==> config.mk <==
export PLATFORM = sky130hd
export DESIGN_NAME = regfile_wb_scheduler
export DESIGN_NICKNAME = d
export VERILOG_FILES = /design/src/rtl/regfile_wb_scheduler.sv
export SDC_FILE = /design/constraint.sdc
export NUM_CORES = 1
export LEC_CHECK = 0
export CORE_AREA = 8 8 149 151
export DETAILED_ROUTE_END_ITERATION = 12
export DIE_AREA = 0 0 157 159
export GPL_TIMING_DRIVEN = 0
export PLACE_DENSITY = 0.54
export SYNTH_ARGS = -nofsm -noshare
export SYNTH_HDL_FRONTEND = slang
export SYNTH_SLANG_ARGS = --single-unit
==> constraint.sdc <==
create_clock -name clk -period 8.7 [get_ports clk]
set_input_delay 1.74 -clock clk [delete_from_list [all_inputs] [get_ports clk]]
set_output_delay 1.74 -clock clk [all_outputs]
set_load 0.05 [all_outputs]
==> src/rtl/regfile_wb_scheduler.sv <==
// -----------------------------------------------------------------------------
// regfile_wb_scheduler
//
// Purpose:
//   Arbitrates NUM_REQ writeback requesters (ALU, load unit, CSR unit, ...)
//   onto the register file's single write port. It also keeps a 32-entry busy
//   scoreboard so the issue stage can stall on RAW hazards and is refused on
//   WAW hazards.
//
// Configuration macro:
//   WB_ROUND_ROBIN_EN - when defined, round-robin arbitration starting at a
//                       rotating pointer. When undefined, fixed priority with
//                       the lowest index winning, and no pointer register.
//
// Ports:
//   clk, reset        clock; synchronous active-high reset
//   wb_valid/rd/data  per-requester writeback requests (packed, requester i
//                     at rd[5i+4:5i] and data[XLEN*i +: XLEN])
//   wb_ready          one-hot grant (combinational)
//   rf_we/waddr/wdata registered register-file write port
//   issue_valid/rd    issuing instruction and its destination
//   issue_ready       issue accepted this cycle (combinational)
//   query_rs1/rs2     source indices for hazard checks
//   rs1_busy/rs2_busy combinational busy flags for the queried sources
//   busy_count        registered popcount of the scoreboard
// -----------------------------------------------------------------------------
module regfile_wb_scheduler #(
  parameter int NUM_REQ = 3,
  parameter int XLEN    = 32
) (
  input  logic                    clk,
  input  logic                    reset,
  input  logic [NUM_REQ-1:0]      wb_valid,
  input  logic [NUM_REQ*5-1:0]    wb_rd,
  input  logic [NUM_REQ*XLEN-1:0] wb_data,
  output logic [NUM_REQ-1:0]      wb_ready,
  output logic                    rf_we,
  output logic [4:0]              rf_waddr,
  output logic [XLEN-1:0]         rf_wdata,
  input  logic                    issue_valid,
  input  logic [4:0]              issue_rd,
  output logic                    issue_ready,
  input  logic [4:0]              query_rs1,
  input  logic [4:0]              query_rs2,
  output logic                    rs1_busy,
  output logic                    rs2_busy,
  output logic [5:0]              busy_count
);

  localparam int IDXW = (NUM_REQ > 1) ? $clog2(NUM_REQ) : 1;

  logic [31:0]     busy_q;
  logic [31:0]     busy_d;
  logic [5:0]      count_d;
  logic            gnt_any;
  logic [IDXW-1:0] gnt_idx;
  logic [4:0]      gnt_rd;
  logic [XLEN-1:0] gnt_data;

  // ---------------------------------------------------------------------------
  // Grant selection
  // ---------------------------------------------------------------------------
`ifdef WB_ROUND_ROBIN_EN
  logic [IDXW-1:0] ptr_q;

  // Search starts at the pointer and wraps; the first valid requester wins.
  always_comb begin
    int idx;
    // NOTE: every variable written here gets a default first, otherwise a
    // path that skips the assignment infers a latch.
    gnt_any = 1'b0;
    gnt_idx = '0;
    idx     = 0;
    for (int k = 0; k < NUM_REQ; k++) begin
      idx = int'(ptr_q) + k;
      if (idx >= NUM_REQ) idx = idx - NUM_REQ;
      if (!gnt_any && wb_valid[idx]) begin
        gnt_any = 1'b1;
        gnt_idx = IDXW'(idx);
      end
    end
  end
`else
  // Fixed priority: scanning downward lets the lowest valid index win.
  always_comb begin
    gnt_any = 1'b0;
    gnt_idx = '0;
    for (int i = NUM_REQ - 1; i >= 0; i--) begin
      if (wb_valid[i]) begin
        gnt_any = 1'b1;
        gnt_idx = IDXW'(i);
      end
    end
  end
`endif

  assign gnt_rd   = wb_rd[5*int'(gnt_idx) +: 5];
  assign gnt_data = wb_data[XLEN*int'(gnt_idx) +: XLEN];

  // All combinational outputs are forced low while reset is held.
  always_comb begin
    wb_ready = '0;
    if (gnt_any && !reset) wb_ready[gnt_idx] = 1'b1;
  end

  // busy_q[0] is never set, so issue to x0 is always accepted and queries of
  // x0 always read as not busy.
  assign issue_ready = !reset && issue_valid && !busy_q[issue_rd];
  assign rs1_busy    = !reset && busy_q[query_rs1];
  assign rs2_busy    = !reset && busy_q[query_rs2];

  // ---------------------------------------------------------------------------
  // Scoreboard next state. The clear happens at the end of the grant cycle so
  // a reader unblocked in t+1 sees the register file already written in t+2.
  // The set is applied after the clear: a fresh issue to a register that is
  // not busy but is being written back this cycle must stay marked.
  // ---------------------------------------------------------------------------
  always_comb begin
    busy_d = busy_q;
    if (gnt_any)     busy_d[gnt_rd]   = 1'b0;
    if (issue_ready) busy_d[issue_rd] = 1'b1;
    busy_d[0] = 1'b0;

    count_d = '0;
    for (int i = 0; i < 32; i++) count_d = count_d + 6'(busy_d[i]);
  end

  // ---------------------------------------------------------------------------
  // State and registered outputs
  // ---------------------------------------------------------------------------
  // NOTE: sequential state uses non-blocking assignments so every flop samples
  // the pre-edge values regardless of statement order.
  always_ff @(posedge clk) begin
    if (reset) begin
      busy_q     <= '0;
      busy_count <= '0;
      rf_we      <= 1'b0;
      rf_waddr   <= '0;
      rf_wdata   <= '0;
`ifdef WB_ROUND_ROBIN_EN
      ptr_q      <= '0;
`endif
    end else begin
      busy_q     <= busy_d;
      busy_count <= count_d;
      // A grant to x0 is consumed but never reaches the register file.
      rf_we      <= gnt_any && (gnt_rd != 5'd0);
      if (gnt_any) begin
        rf_waddr <= gnt_rd;
        rf_wdata <= gnt_data;
`ifdef WB_ROUND_ROBIN_EN
        ptr_q    <= (gnt_idx == IDXW'(NUM_REQ - 1)) ? '0 : gnt_idx + IDXW'(1);
`endif
      end
    end
  end

endmodule

==> results of run 1 <==
[what timing repair did]
item	4_1_cts	5_1_grt
setup endpoints to repair	0	1
buffers inserted	0	3
gates resized for setup	0	4
[routing by layer]
| layer | up-vias | part of all wire | global-route usage |
|---|---|---|---|
| met5 | - | 0 | 0 |
| met4 | 0 | 0.028 | 0.0699 |
| met3 | 29 | 0.11 | 0.0760 |
| met2 | 245 | 0.46 | 0.293 |
| met1 | 2610 | 0.40 | 0.207 |
| li1 | 2637 | - | - |
[power groups by stage]
stage	logic, mW	clock network [mW]	registers (mW)
2_1_floorplan	0.126	0	0.432
3_3_place_gp	0.321	0	0.378
3_5_place_dp	0.320	0	0.378
4_1_cts	0.322	0.465	0.371
5_1_grt	0.344	0.478	0.373
6_report	0.320	0.459	0.371
[through the flow]
stage | TNS (ps) | power, mW
5_1_grt | 0 | 1.20
4_1_cts | 0 | 1.16
2_1_floorplan | 0 | 0.558
6_report | 0 | 1.15
3_3_place_gp | -266 | 0.699
3_5_place_dp | -270 | 0.698
[final cells by class]
cell class | instances | area share
inverters | 22 | 0.0101
multi-input cells | 452 | 0.463
flip-flops and latches | 75 | 0.184
plain buffers | 49 | 0.0405
well taps | 270 | 0.0414
clock buffers | 12 | 0.0327
clock inverters | 4 | 0.0117
repair buffers | 177 | 0.217
[flip-flops by register name, summed over array words and instances, names as in the netlist]
name / count
rf_wdata: 32
busy_q: 31
busy_count: 6
rf_waddr: 5
rf_we: 1
[logic make-up after synthesis]
| group | count (synthesis) |
|---|---|
| buffers and inverters | 71 |
| AO/OA/AOI/OAI | 187 |
| XOR/XNOR | 2 |
| adder cells (fa/ha/maj) | 30 |
| multiplexers | 70 |
| flip-flops | 75 |
| AND/OR/NAND/NOR | 163 |
[final timing paths]
check	slack (ps)	from	to	depth (start not counted)
max reg2reg	2090	busy_q[26]	busy_count[4]	21
min	450	rf_wdata[15]	rf_wdata[15]	2
max	340	wb_valid[0]	busy_count[4]	21
min reg2reg	450	rf_wdata[15]	rf_wdata[15]	2
[critical path, stage by stage]
cell and delay, ps:
clkdlybuf4s50_1 480, buf_2 210, or4b_1 540, o221ai_1 170, nand3_1 330, o21ai_0 260, o21ai_1 170, fa_1 580
inv_1 60, fa_1 500, fa_1 570, fa_1 470, fa_1 510, fa_1 510, inv_1 50, fa_1 450
fa_1 420, a21o_1 170, a21oi_1 160, xor2_1 160, nor2_1 50
[layout by cell type, fill, tap and decap left out, types with 15 or more instances in the layout]
cell,instances
o221ai_1,33
nand3_1,22
clkdlybuf4s50_1,173
mux2_2,34
dfxtp_1,75
inv_1,22
a21oi_1,57
mux2i_1,21
o21ai_0,26
mux4_2,15
clkbuf_1,18
fa_1,23
nand2_1,53
==> out/metrics.yaml, run 1 <==
timing:
  max_freq_mhz: 120
  finalSetupViolCount: 0
  slew_headroom: 0.553
  finClkSkew_ps: 6.88
  rsz0062_at_grt: "false"
  hold_viol: 0
  slew_violations: 0
  period_needed_ps: 8360
  worst_pin_slew_ps: 671
  fin_crit_sh: 0.961
  fin_ws_ps: 337
  holdWs_ps: 447
detailed_routing:
  firstDrtPassIters: 7
  ant_nets: 0
  drt-vias-per-instance: 5.20
  via_count: 5521
  first_iter_violations: 362
  wl_um: 22200
  drc: 0
  wire_per_inst_um: 20.9
placement:
  post-dp-hpwl_um: 17900
  dpl_cell_area_mm2: 0.00775
  post-place-ws_ps: -270
  gp_congestion: 0.850
  place_inst: 1042
  io_buffers: 174
synthesis:
  synthDistinctLibCells: 72
  synthSimpleGateAreaFrac: 0.166
  synth-main-ff-cell: "dfxtp_1"
  synthAdderAreaFrac: 0.0966
  yosys.cell_count.top_type: "dfxtp_1"
  synth-compound-area-share: 0.232
  synth_edf_count: 0
  yosys-top-cells-count: "75 x dfxtp_1, 57 x a21oi_1, 53 x nand2_1"
  synth.area.top_cells: "dfxtp_1 26%, fa_1 8.1%, mux2_2 6.8%"
  synthArstFlopShare: 0
  yosysTopAreaCellShare: 0.265
  synthXorXnorAreaFrac: 0.00309
  yosysWarnings: 0
  syn-cell-area_mm2: 0.00567
  synth_area_leader_cell: "dfxtp_1"
  ys_ff_latch: 75
  syn_area_per_cell_um2: 9.48
  syn_nets: 760
  synth_top_family_by_area: "compound AO/OA/AOI/OAI gates"
  synthMuxAreaShare: 0.164
  synth-seq-area-share: 0.265
  synth_cells: 598
global_routing:
  antenna_found_initial: 0
  grt_pass1_vias: 5983
  grt_util_all_layers: 0.181
  gr-total-overflow: 0
  grt_max_degree: 13
  grt_first_pass_wirelength_um: 34700
floorplanning:
  die_area_mm2: 0.0250
  ioPinCount: 182
  rows: 52
  die_y_um: 159
  core_area_mm2: 0.0198
  initial_core_util: 0.286
  die_x_um: 157
layout:
  nNetsFinal: 948
  finalCoreUtilization: 0.411
  nFillCells: 2006
  syn2layout_area_growth_pct: 43.8
  multiInputGateArea_mm2: 0.00377
  seq_area_mm2: 0.00150
  fin_cells: 1061
  antennaDiodeCount: 0
  finalInstanceArea_mm2: 0.00815
  drive_above_1_share: 0.148
power_and_ir_drop:
  clock_power_share: 0.399
  power_frac_seq: 0.322
  netSwitchingFraction: 0.299
  p_leak_nw: 3.00
  p_comb_frac: 0.278
  ir_drop_v: 0.0000827
  internal-power_mw: 0.806
  power.switching_mw: 0.344
  pwr_density_cell_mw_per_mm2: 141
status:
  status: "finished, final reports clean"
clock_network:
  cts_hold_buf: 0
  insertion_delay_ps: 340
  cts.path.max_buffers: 2
  cts-root-buf: "clkbuf_16"
  h-tree-depth: 3
  clk_pin_slew_ps: 60
  numCtsBuffers: 9
  tritoncts: "yes"
  clock-sinks: 75
job:
  max_cap_viol_count: 0
worst_setup_path:
  path_max_fanout: 10
  startpoint_type: "primary input"
  required_ps: 8910
  end_kind: "flip-flop"
  path_class: "in -> reg"
  arrival_ps: 8570
min_path:
  hp-class: "reg -> reg"
Note: power is estimated with default switching activity, not from simulation.
==> inputs of run 2 (changes only) <==
Settings changed: PLACE_DENSITY 0.54 to not set, PLACE_DENSITY_LB_ADDON set to 0.2, SLEW_MARGIN set to 20.
Clock period 8.7 ns to 10.7 ns, I/O delays scaled along.
==> run 2 against run 1 <==
  * Global-route usage shrank 0.63 points
  * Register-to-register slack gained 1900 ps
  * Largest cell class unchanged
  * Worst setup slack better by 1400 ps
  * Sequential cell count did not move
  * Via count is 1.1% lower
  * Non-clock buffer count is 3 lower
  * Critical path depth unchanged
  * Final cell count down 0.28%
  * Sequential power is 19% lower
==> out/metrics.yaml, run 2 (synthesis gave the netlist of run 1 again) <==
floorplanning:
  die_x_um: 157  # unchanged
  initial_core_util: 0.286  # unchanged
  die_area_mm2: 0.0250  # unchanged
  rows: 52  # unchanged
  die_y_um: 159  # unchanged
  ioPinCount: 182  # unchanged
  core_area_mm2: 0.0198  # unchanged
worst_setup_path:
  path_max_fanout: 10  # unchanged
  rrSetupSlack_ps: 3990  # +1900 ps
  reg2regPathDepth: 19  # -9.5%
  required_ps: 10910  # +2000 ps
  arrival_ps: 9180  # +610 ps
  timing.rr.end: "busy_count[4]"
  worstReg2RegStart: "busy_q[23]"
  startpoint_type: "primary input"
  end_kind: "flip-flop"
  path_class: "in -> reg"
layout:
  top_regs: "rf_wdata: 32 flops, busy_q: 31 flops, busy_count: 6 flops"
  nFillCells: 2001  # -0.25%
  regMostFlops: "rf_wdata"
  nNetsFinal: 945  # -0.32%
  layout_commonest_cell: "clkdlybuf4s50_1"
  most-common-layout-cells: "174 x clkdlybuf4s50_1, 75 x dfxtp_1, 57 x a21oi_1"
  drive_above_1_share: 0.139  # -0.00941
  syn2layout_area_growth_pct: 41.7
  largest_register_ffs: 32  # unchanged
timing:
  period_needed_ps: 8970
  setup-tns-final_ps: 0  # unchanged
  finalSetupViolCount: 0  # unchanged
  worst_pin_slew_ps: 637  # -34.2 ps
  rsz0062_at_grt: "false"
  hold_viol: 0  # unchanged
  fin_ws_ps: 1730  # +1390 ps
  slew_violations: 0  # unchanged
  max_freq_mhz: 111
  slew_headroom: 0.573  # +0.0205
  fin_crit_sh: 0.838
  finClkSkew_ps: 5.05  # -1.84 ps
power_and_ir_drop:
  p_leak_nw: 2.94  # -2.2%
  pwr_density_cell_mw_per_mm2: 106  # -25%
  ir_drop_v: 0.0000692  # -16%
detailed_routing:
  wl_um: 21600  # -2.8%
  via_count: 5463  # -1.1%
  ant_nets: 0  # unchanged
  drc: 0  # unchanged
  wire_per_inst_um: 20.4  # -2.5%
  drt-vias-per-instance: 5.16  # -0.77%
  first_iter_violations: 278  # -23%
  firstDrtPassIters: 4  # -3
min_path:
  worstHoldStart: "rf_wdata[9]"
  whs_path_depth: 2  # unchanged
  hp-class: "reg -> reg"
  hold_end: "rf_wdata[9]"
placement:
  post-place-ws_ps: 1370  # +1640 ps
  post-dp-hpwl_um: 17700  # -0.85%
  gp_congestion: 0.870  # +2.3%
  io_buffers: 174  # unchanged
clock_network:
  cts_hold_buf: 0  # unchanged
  clock-sinks: 75  # unchanged
  clk_pin_slew_ps: 60  # about the same
  ctsResizeCount: 0  # unchanged
  cts.path.max_buffers: 2  # unchanged
  h-tree-depth: 3  # unchanged
  post-cts-setup-buffers: 0  # unchanged
  tritoncts: "yes"
  numCtsBuffers: 9  # unchanged
  insertion_delay_ps: 340  # about the same
  cts-root-buf: "clkbuf_16"
global_routing:
  grt_max_degree: 12  # -1
  antenna_found_initial: 1  # +1
  grt_pass1_vias: 5788  # -3.3%
  gr-total-overflow: 0  # unchanged
  grt_first_pass_wirelength_um: 33700  # -2.9%
  grt_util_all_layers: 0.174  # -0.00631
job:
  max_cap_viol_count: 0  # unchanged
status:
  status: "finished, final reports clean"
[run 2: routing by layer]
| metal | track usage | vias up | part of all wire |
|---|---|---|---|
| met5 | 0 | - | 0 |
| met4 | 0.0420 | 0 | 0.012 |
| met3 | 0.0717 | 18 | 0.093 |
| met2 | 0.284 | 181 | 0.47 |
| met1 | 0.209 | 2636 | 0.43 |
| li1 | - | 2628 | - |
[run 2: layout make-up]
cell class / count / area [µm²] / area share
Antenna cell: 1 / 2.50 / 0.000312
Buffer: 49 / 330 / 0.0411
Clock inverter: 2 / 10.0 / 0.00125
Tap cell: 270 / 338 / 0.0421
Inverter: 22 / 82.6 / 0.0103
Clock buffer: 13 / 270 / 0.0336
Multi-Input combinational cell: 452 / 3760 / 0.468
Timing Repair Buffer: 174 / 1740 / 0.217
Sequential cell: 75 / 1500 / 0.187
[run 2: per-stage QoR]
stage                     hold WS [ps]   util  power [mW]  std cells  cell area (µm²)
final                              449  0.405       0.850       1058             8030
after global routing               467  0.405       0.892       1058             8030
after CTS                          451  0.405       0.860       1057             8030
after global placement             439  0.391       0.566       1042             7750
after detailed placement           443  0.391       0.565       1042             7750
after floorplan                    487      -       0.453        598             5670
[run 2: how the worst max path moves through the flow]
stage,startpoint,end,slack [ps]
final,issue_rd[1],busy_count[4],1730
after global routing,issue_rd[1],busy_count[4],1460
after CTS,issue_rd[1],busy_count[4],1690
after detailed placement,issue_rd[1],busy_count[4],1370
after global placement,issue_rd[1],busy_count[4],1310
after floorplan,issue_rd[1],busy_count[4],2500
[run 2: power breakdown]
group | leakage [nW] | internal [mW] | switching [mW]
clock network | 0.141 | 0.174 | 0.118
logic | 2.18 | 0.114 | 0.143
registers | 0.615 | 0.294 | 0.00792
[run 2: worst max-delay path, stage by stage]
cell and delay [ps]:
clkdlybuf4s50_1 570, buf_6 200, mux2i_1 240, o32ai_2 160, a211oi_4 580, nand4_2 340, o21ai_1 350, fa_1 490
fa_1 530, inv_1 50, fa_1 450, fa_1 520, fa_1 530, fa_1 520, inv_1 50, fa_1 450
fa_1 410, a21o_1 180, a21oi_1 170, xor2_1 170, nor2_1 50
==> inputs of run 3 (changes only) <==
Clock period 10.7 ns to 7.8 ns, I/O delays scaled along.
==> run 3 against run 2 <==
  * Combinational power rose by 48%
  * Largest power group unchanged
  * Critical path depth stayed put
  * Wire length increased by 2.0%
  * Global-route usage increased by 0.29 points
  * Clock skew hardly changed
  * Sequential power increased by 38%
  * First-iteration DRC count rose by 16%
  * Final cell count is 2.0% higher
  * Die area unchanged
  * Non-clock buffer count up 21
  * Clock-buffer cell count is the same
==> out/metrics.yaml, run 3 (synthesis gave the netlist of run 1 again) <==
worst_setup_path:
  rrSetupSlack_ps: 1440  # -2550 ps
  end_kind: "flip-flop"
  reg2regPathDepth: 21  # +2
  path_max_fanout: 10  # unchanged
  startpoint_type: "primary input"
  worstReg2RegStart: "busy_q[24]"
  required_ps: 8010  # -2900 ps
  timing.rr.end: "busy_count[4]"
  path_class: "in -> reg"
  arrival_ps: 7790  # -1390 ps
floorplanning:
  core_area_mm2: 0.0198  # unchanged
  rows: 52  # unchanged
  die_y_um: 159  # unchanged
  die_area_mm2: 0.0250  # unchanged
  die_x_um: 157  # unchanged
  initial_core_util: 0.286  # unchanged
  ioPinCount: 182  # unchanged
detailed_routing:
  via_count: 5614  # +2.8%
  firstDrtPassIters: 4  # unchanged
  drt-vias-per-instance: 5.20  # +0.76%
  wl_um: 22000  # +2.0%
  ant_nets: 0  # unchanged
  wire_per_inst_um: 20.4  # about the same
  first_iter_violations: 322  # +16%
  drc: 0  # unchanged
power_and_ir_drop:
  internal-power_mw: 0.813  # +40%
  power_frac_seq: 0.345  # -0.010
  netSwitchingFraction: 0.321  # +0.00500
  clock_power_share: 0.336  # -0.007
  pwr_density_cell_mw_per_mm2: 140  # +33%
  p_leak_nw: 3.12  # +6.1%
  ir_drop_v: 0.0000915  # +32%
  p_comb_frac: 0.318  # +0.016
  power.switching_mw: 0.384  # +43%
  total_power_mw: 1.20  # +41%
clock_network:
  clock-sinks: 75  # unchanged
  clk_pin_slew_ps: 60  # about the same
  h-tree-depth: 3  # unchanged
  tritoncts: "yes"
  insertion_delay_ps: 340  # about the same
  cts.path.max_buffers: 2  # unchanged
  cts-root-buf: "clkbuf_16"
  numCtsBuffers: 9  # unchanged
  cts_hold_buf: 0  # unchanged
timing:
  period_needed_ps: 7580
  slew_violations: 0  # unchanged
  fin_ws_ps: 219  # -1510 ps
  worst_pin_slew_ps: 663  # +26.4 ps
  holdWs_ps: 449  # +0.123 ps
  hold_viol: 0  # unchanged
  finalSetupViolCount: 0  # unchanged
  finClkSkew_ps: 5.36  # +0.317 ps
  setup-tns-final_ps: 0  # unchanged
  slew_headroom: 0.556  # -0.0177
  fin_crit_sh: 0.972
  max_freq_mhz: 132
global_routing:
  gr-total-overflow: 0  # unchanged
  grt_util_all_layers: 0.177  # +0.00292
  grt_max_degree: 12  # unchanged
  antenna_found_initial: 1  # unchanged
  grt_pass1_vias: 5943  # +2.7%
  grt_first_pass_wirelength_um: 34400  # +1.9%
min_path:
  hp-class: "reg -> reg"
  hold_end: "rf_wdata[9]"
  worstHoldStart: "rf_wdata[9]"
  whs_path_depth: 2  # unchanged
placement:
  io_buffers: 174  # unchanged
  dpl_cell_area_mm2: 0.00775  # unchanged
  post-place-ws_ps: -950  # -2320 ps
  post-dp-hpwl_um: 17700  # unchanged
  gp_congestion: 0.870  # unchanged
  place_inst: 1042  # unchanged
layout:
  syn2layout_area_growth_pct: 50.4
  finalCoreUtilization: 0.430  # +0.0249
  nNetsFinal: 966  # +2.2%
  most-common-layout-cells: "166 x clkdlybuf4s50_1, 75 x dfxtp_1, 56 x a21oi_1"
  fin_cells: 1079  # +2.0%
  seq_area_mm2: 0.00150  # unchanged
  multiInputGateArea_mm2: 0.00409  # +9.0%
  finalInstanceArea_mm2: 0.00853  # +6.2%
  regMostFlops: "rf_wdata"
  layout_commonest_cell: "clkdlybuf4s50_1"
  nFillCells: 1970  # -1.5%
  drive_above_1_share: 0.212  # +0.0731
  top_regs: "rf_wdata: 32 flops, busy_q: 31 flops, busy_count: 6 flops"
  largest_register_ffs: 32  # unchanged
job:
  max_cap_viol_count: 0  # unchanged
status:
  status: "finished, final reports clean"
==> run 3: cell count changes in the layout (fill, tap and decap cells not counted), sizes merged <==
cell,before,now
clkdlybuf4s50,174,166
dlygate4sd2,0,2
clkbuf,40,45
buf,22,44
==> run 3: how the worst max path moves through the flow <==
stage,from,to,slack (ps),cells past startpoint
floorplan,issue_rd[1],busy_count[4],180,22
global placement,issue_rd[1],busy_count[4],-1010,21
detailed placement,issue_rd[1],busy_count[4],-950,21
CTS,issue_rd[1],busy_count[4],20,25
global route,wb_rd[12],busy_count[4],-20,20
finish,wb_rd[10],busy_count[4],220,21
==> run 3: cell type report <==
type | count | area share
multi-input combinational | 452 | 0.480
timing repair buffer | 196 | 0.220
sequential | 75 | 0.176
buffer | 48 | 0.0417
tap | 270 | 0.0396
clock buffer | 13 | 0.0317
inverter | 22 | 0.00968
clock inverter | 2 | 0.00117
antenna | 1 | 0.000293
==> run 3: worst max-delay path, cell delays in order <==
cell and delay (ps):
clkdlybuf4s50_1 440, nor4bb_4 190, a221o_1 320, or2_1 260
buf_6 150, or2_1 240, a22o_1 200, fa_1 480
fa_1 510, inv_1 50, fa_1 460, fa_1 520
fa_1 530, fa_1 520, inv_1 60, fa_2 400
fa_2 370, a21o_1 180, a21oi_2 150, xor2_1 160
nor2_1 50
==> run 3: power groups by stage <==
stage / Clock, mW / Combinational, mW / Sequential (mW)
after CTS: 0.410 / 0.373 / 0.414
final: 0.403 / 0.381 / 0.414
after detailed placement: 0 / 0.354 / 0.421
after global placement: 0 / 0.355 / 0.421
after global routing: 0.429 / 0.408 / 0.416
after floorplan: 0 / 0.140 / 0.482
==> run 3: per-layer routing <==
layer	wire length (µm)	global-route usage	vias up
li1	-	-	2674
met1	9100	0.214	2707
met3	2190	0.0708	22
met2	10300	0.286	211
met5	0	0	-
met4	386	0.0498	0
==> run 3: repair_timing <==
item                                    CTS  global route
pin swaps                                14            14
endpoints found under the setup margin    5             1
setup buffers                            12            10
gates resized for setup                  51            39
